## config.mk

```make
export PLATFORM = sky130hd
export DESIGN_NAME = envelope_vca
export DESIGN_NICKNAME = d
export VERILOG_FILES = /design/src/rtl/envelope_vca.sv
export SDC_FILE = /design/constraint.sdc
export NUM_CORES = 2
export LEC_CHECK = 0
export CORE_ASPECT_RATIO = 0.5
export CORE_MARGIN = 8
export CORE_UTILIZATION = 35
export DETAILED_ROUTE_END_ITERATION = 7
export SYNTH_ARGS = -nofsm -noshare
export SYNTH_HDL_FRONTEND = slang
export SYNTH_SLANG_ARGS = --single-unit
```

## constraint.sdc

```tcl
create_clock -name sys_clk_i -period 5.8 [get_ports sys_clk_i]
set_input_delay 0.87 -clock sys_clk_i [delete_from_list [all_inputs] [get_ports sys_clk_i]]
set_output_delay 0.87 -clock sys_clk_i [all_outputs]
set_load 0.01 [all_outputs]
```

## src/rtl/envelope_vca.sv

```systemverilog
// ADSR envelope generator driving a two-stage VCA multiplier.
// The envelope advances once per oscillator sample tick; the scaled wave emerges two enabled edges later.
module envelope_vca #(
    parameter int DATA_W = 32,
    parameter int LVL_W  = 16
) (
    input  logic              sys_clk_i,
    input  logic              env_rst_n_i,
    input  logic              env_ce_i,
    input  logic              sample_stb_i,
    input  logic              gate_i,
    input  logic [LVL_W-1:0]  attack_rate_i,
    input  logic [LVL_W-1:0]  decay_rate_i,
    input  logic [LVL_W-1:0]  sustain_lvl_i,
    input  logic [LVL_W-1:0]  release_rate_i,
    input  logic [DATA_W-1:0] wave_in_i,
    output logic [DATA_W-1:0] wave_out_o,
    output logic              wave_valid_o,
    output logic [LVL_W-1:0]  env_level_o,
    output logic [2:0]        env_state_o,
    output logic              env_busy_o
);

    // state   | meaning
    // IDLE    | silent, waiting for a gate rise
    // ATTACK  | level ramps up by attack_rate per tick until full scale
    // DECAY   | level ramps down by decay_rate per tick until sustain
    // SUSTAIN | level follows sustain_lvl while the gate is held
    // RELEASE | level ramps down by release_rate per tick until zero
    typedef enum logic [2:0] {
        ST_IDLE    = 3'd0,
        ST_ATTACK  = 3'd1,
        ST_DECAY   = 3'd2,
        ST_SUSTAIN = 3'd3,
        ST_RELEASE = 3'd4
    } env_state_t;

    localparam int PROD_W = DATA_W + LVL_W + 1;
    localparam logic [LVL_W-1:0]      LVL_MAX   = {LVL_W{1'b1}};
    localparam logic signed [LVL_W:0] DIFF_ZERO = '0;

    env_state_t                 state_q;
    logic [LVL_W-1:0]           level_q;
    logic                       gate_prev_q;

    logic                       tick;
    logic                       rise;
    logic [LVL_W:0]             atk_sum;
    logic signed [LVL_W:0]      dec_diff;
    logic signed [LVL_W:0]      rel_diff;
    logic signed [LVL_W:0]      sus_ext;

    logic signed [DATA_W-1:0]   wave_q;
    logic [LVL_W-1:0]           lvl_q;
    logic                       v1_q;
    logic signed [PROD_W-1:0]   prod_q;
    logic                       v2_q;
    logic [DATA_W-1:0]          out_q;
    logic                       valid_q;
    logic                       unused_prod;

    assign tick     = env_ce_i & sample_stb_i;
    assign rise     = gate_i & ~gate_prev_q;
    assign atk_sum  = {1'b0, level_q} + {1'b0, attack_rate_i};
    assign dec_diff = $signed({1'b0, level_q}) - $signed({1'b0, decay_rate_i});
    assign rel_diff = $signed({1'b0, level_q}) - $signed({1'b0, release_rate_i});
    assign sus_ext  = $signed({1'b0, sustain_lvl_i});

    // Transition ticks keep the level except where a ramp clamps onto its target.
    always_ff @(posedge sys_clk_i or negedge env_rst_n_i) begin
        if (!env_rst_n_i) begin
            state_q     <= ST_IDLE;
            level_q     <= '0;
            gate_prev_q <= 1'b0;
        end else if (tick) begin
            gate_prev_q <= gate_i;
            if (rise) begin
                state_q <= ST_ATTACK;
            end else begin
                case (state_q)
                    ST_IDLE: begin
                        state_q <= ST_IDLE;
                    end
                    ST_ATTACK: begin
                        if (!gate_i) begin
                            state_q <= ST_RELEASE;
                        end else if (atk_sum >= {1'b0, LVL_MAX}) begin
                            level_q <= LVL_MAX;
                            state_q <= ST_DECAY;
                        end else begin
                            level_q <= atk_sum[LVL_W-1:0];
                        end
                    end
                    ST_DECAY: begin
                        if (!gate_i) begin
                            state_q <= ST_RELEASE;
                        end else if (dec_diff <= sus_ext) begin
                            level_q <= sustain_lvl_i;
                            state_q <= ST_SUSTAIN;
                        end else begin
                            level_q <= dec_diff[LVL_W-1:0];
                        end
                    end
                    ST_SUSTAIN: begin
                        if (!gate_i) begin
                            state_q <= ST_RELEASE;
                        end else begin
                            level_q <= sustain_lvl_i;
                        end
                    end
                    ST_RELEASE: begin
                        if (rel_diff <= DIFF_ZERO) begin
                            level_q <= '0;
                            state_q <= ST_IDLE;
                        end else begin
                            level_q <= rel_diff[LVL_W-1:0];
                        end
                    end
                    default: begin
                        level_q <= '0;
                        state_q <= ST_IDLE;
                    end
                endcase
            end
        end
    end

    // lvl_q samples the level as it stood before this tick's envelope update.
    always_ff @(posedge sys_clk_i or negedge env_rst_n_i) begin
        if (!env_rst_n_i) begin
            wave_q  <= '0;
            lvl_q   <= '0;
            v1_q    <= 1'b0;
            prod_q  <= '0;
            v2_q    <= 1'b0;
            out_q   <= '0;
            valid_q <= 1'b0;
        end else if (env_ce_i) begin
            if (sample_stb_i) begin
                wave_q <= $signed(wave_in_i);
                lvl_q  <= level_q;
            end
            v1_q <= sample_stb_i;
            if (v1_q) begin
                prod_q <= wave_q * $signed({1'b0, lvl_q});
            end
            v2_q <= v1_q;
            if (v2_q) begin
                out_q <= prod_q[DATA_W+LVL_W-1:LVL_W];
            end
            valid_q <= v2_q;
        end else begin
            valid_q <= 1'b0;
        end
    end

    // Sign bit and fractional bits of the product fall outside the Q16.16 result.
    assign unused_prod = ^{prod_q[PROD_W-1], prod_q[LVL_W-1:0]};

    assign wave_out_o   = out_q;
    assign wave_valid_o = valid_q & env_ce_i;
    assign env_level_o  = level_q;
    assign env_state_o  = state_q;
    assign env_busy_o   = (state_q != ST_IDLE);

endmodule

```

==> flow_metrics.env <==
export IMPL_post_route_min_period_ns=6.47
export IMPL_fin_tns_setup_ns=-9.67
export IMPL_status="finished with violations"
export IMPL_required_ns=6.18
export IMPL_layout_common_cells="inv_1, fa_1, nand2_1, buf_4, and2_1"
export IMPL_path_buf_inv=5
export IMPL_cts_tree="done"
export IMPL_grt_pass1_wl_mm=115
export IMPL_areaGrowthSynthToFinish_pct=23.7
export IMPL_cts_root_buf="clkbuf_16"
export IMPL_dr_wl_met3_mm=2.89
export IMPL_ys_types=81
export IMPL_clk_pin_slew_worst_paths_ns=0.07
export IMPL_final_common_cell="inv_1"
export IMPL_relSlewSlack_pct=24.9
export IMPL_rsz0062_at_grt="yes"
export IMPL_syn_area_per_cell_um2=9.31
export IMPL_cts_hold_buf=0
export IMPL_wl_met2_mm=33.5
export IMPL_clock_path_buffers=2
export IMPL_port_buffers=153
export IMPL_path_class="register to register"
export IMPL_cp_start_kind="register"
export IMPL_grt_use_total_pct=17.6
export IMPL_via_count=19491
export IMPL_drtIter0Drc=884
export IMPL_drv_cap=0
export IMPL_antenna_found_initial=2
export IMPL_hold_viol=0
export IMPL_failed_checks="negative setup slack"
export IMPL_wire_per_inst_um=17.1
export IMPL_cp_slowest_stage_delay_ns=0.57
export IMPL_numCtsBuffers=17
export IMPL_start_util_pct=35.1
export IMPL_grt_max_degree=136
export IMPL_synth_flop_cell="dfrtp_1"
export IMPL_fin_nets=3849
export IMPL_layout_setup_ws_ns=-0.671
export IMPL_rows=70
export IMPL_crit_arrival_ns=6.85
export IMPL_crit_fanout=7
export IMPL_fin_util_pct=43.4
export IMPL_wl_met1_mm=31.9
export IMPL_coreArea_mm2=0.0725
export IMPL_fp_dieH_um=207
export IMPL_drive_gt1_share_pct=18.0
export IMPL_fin_skew_ns=0.0149
export IMPL_cp_common_cell="fa_1"
export IMPL_dp_hpwl_mm=58.6
export IMPL_drc_errors=0
export IMPL_ioPinCount=154
export IMPL_synthCells=2735
export IMPL_viasPerCell=4.78
export IMPL_cp_cell_sequence="buf_4 > buf_4 > nand2_1 > fa_1 > inv_1 > fa_1 > fa_1 > fa_1 > fa_1 > inv_1 > fa_1 > inv_1 > ha_4 > o21ai_1 > nor2_2 > nor4_4 > a21boi_4 > a31o_4 > a31o_4 > o211a_4 > o31a_1 > o21a_1 > o31ai_2"
export IMPL_synth_async_sr_flop_share_pct=100
export IMPL_gp_congestion=0.916
export IMPL_hold_path_class="input port to asynchronous set/reset pin"
export IMPL_end_kind="register"
export IMPL_cts_sinks=135
export IMPL_synth_fp_nets=3497
export IMPL_die_area_mm2=0.0822
export IMPL_min_period_over_period_pct=112
export IMPL_finalMaxSlewViolations=0
export IMPL_fmax_mhz=155
export IMPL_synth_seq_cells=135
export IMPL_ant_nets=0
export IMPL_grt_ovfl_total=0
export IMPL_ys_seq_area_share_pct=13.3
export IMPL_clk_latency_ns=0.47
export IMPL_dr_pass1_iters=5
export IMPL_die_w_um=397
export IMPL_tightestPinTransition_ns=1.12
export IMPL_critical_path_top_delay_family="adder cells"
export IMPL_routed_wl_mm=69.9
export IMPL_cp_slowest_cell="fa_1"
export IMPL_setup_viol=26
export IMPL_highest_layer="met4"
export IMPL_synth_area_mm2=0.0255
export IMPL_grt_pass1_vias=21431
export IMPL_ys_warn_count=0
export IMPL_synth_edf_count=0
export IMPL_htreeDepth=4
==> worst paths after layout <==
path / slack, ns / cells past startpoint / to / from
setup / recovery: -0.67 / 23 / prod_q[43]$_DFFE_PN0P_ / wave_q[9]$_DFFE_PN0P_
hold reg to reg: 0.48 / 2 / prod_q[22]$_DFFE_PN0P_ / prod_q[22]$_DFFE_PN0P_
setup reg to reg: -0.67 / 23 / prod_q[43]$_DFFE_PN0P_ / wave_q[9]$_DFFE_PN0P_
hold / removal: 0.45 / 2 / wave_out_o[10]$_DFFE_PN0P_ / env_rst_n_i
min in group sys_clk_i: 0.48 / 2 / prod_q[22]$_DFFE_PN0P_ / prod_q[22]$_DFFE_PN0P_
max in group asynchronous: 4.60 / 2 / wave_q[4]$_DFFE_PN0P_ / env_rst_n_i
==> synthesized netlist by cell type (all sizes together), types with 4 or more instances <==
master	instances	share of area, %
a21o	29	0.85
nor2b	11	0.27
o211a	4	0.22
ha	176	8.6
nand4	8	0.20
nor3	15	0.29
o211ai	6	0.18
a211oi	8	0.26
o22a	8	0.28
mux2i	11	0.43
and3	12	0.29
or2	6	0.15
buf	10	0.21
a31o	7	0.31
xor2	26	0.89
xnor2	49	1.7
fa	485	38
a21oi	68	1.4
nand2	360	5.3
or3	9	0.24
clkbuf	103	1.5
o21ai	91	1.8
nand2b	11	0.27
and2	231	5.7
a31oi	7	0.17
dfrtp	135	13
o21bai	9	0.27
a21boi	7	0.27
o21a	14	0.41
o221ai	4	0.16
o31ai	8	0.26
nor2	40	0.59
inv	611	9.0
mux2	88	3.9
o22ai	5	0.12
nand3	14	0.28
nor4	8	0.26
==> routing by layer <==
layer / vias to the layer above / GRT usage [%]
li1: 9064 / -
met4: 0 / 4.76
met2: 427 / 30.2
met1: 9910 / 23.7
met5: - / 0
met3: 90 / 2.11
==> final cells by class <==
class | instances | area, µm²
inverter | 611 | 2290
multi-input combinational | 1876 | 19800
sequential | 135 | 3400
antenna | 2 | 5.00
clock buffer | 17 | 425
tap | 972 | 1220
fill | 6990 | 41000
timing repair buffer | 446 | 4170
clock inverter | 15 | 190
==> registers in the layout (all words and copies together), names as in the netlist <==
name	flops
env_level_o	16
env_state_o	3
gate_prev_q	1
lvl_q	16
prod_q	32
v1_q	1
v2_q	1
valid_q	1
wave_out_o	32
wave_q	32
==> stage by stage <==
step           hold slack (ns)  area, µm²  worst slack (ns)  instances
2_1_floorplan            0.439      25800            -0.284       2735
3_3_place_gp             0.463      30300            -0.695       4017
3_5_place_dp             0.471      30300            -0.717       4017
4_1_cts                  0.485      31100            -0.632       4051
5_1_grt                  0.510      31500            -0.836       4074
6_report                 0.449      31500            -0.671       4074
==> repair_timing <==
item,CTS,global route
resized for setup,50,60
endpoints found under the hold margin,0,0
pin swaps,9,16
setup buffers,2,19
endpoints found under the setup margin,27,30
gates cloned,0,2
==> logic make-up after synthesis <==
family	share of synthesized area, %
AND/OR/NAND/NOR	14.3
buffers and inverters	10.7
adder cells (fa/ha/maj)	46.8
AO/OA/AOI/OAI	8.02
flip-flops	13.3
multiplexers	4.35
XOR/XNOR	2.58
==> worst reg2reg max path: stages, from the launching register on <==
cell and delay (ns):
dfrtp_1 0.49, buf_4 0.19, buf_4 0.15, nand2_1 0.08
fa_1 0.52, inv_1 0.05, fa_1 0.50, fa_1 0.57
fa_1 0.43, fa_1 0.49, inv_1 0.05, fa_1 0.47
inv_1 0.06, ha_4 0.22, o21ai_1 0.19, nor2_2 0.08
nor4_4 0.33, a21boi_4 0.13, a31o_4 0.28, a31o_4 0.27
o211a_4 0.25, o31a_1 0.28, o21a_1 0.19, o31ai_2 0.16
Power is not shown: default switching activity piles up to over one toggle a cycle in this logic, so the estimate is an artifact.
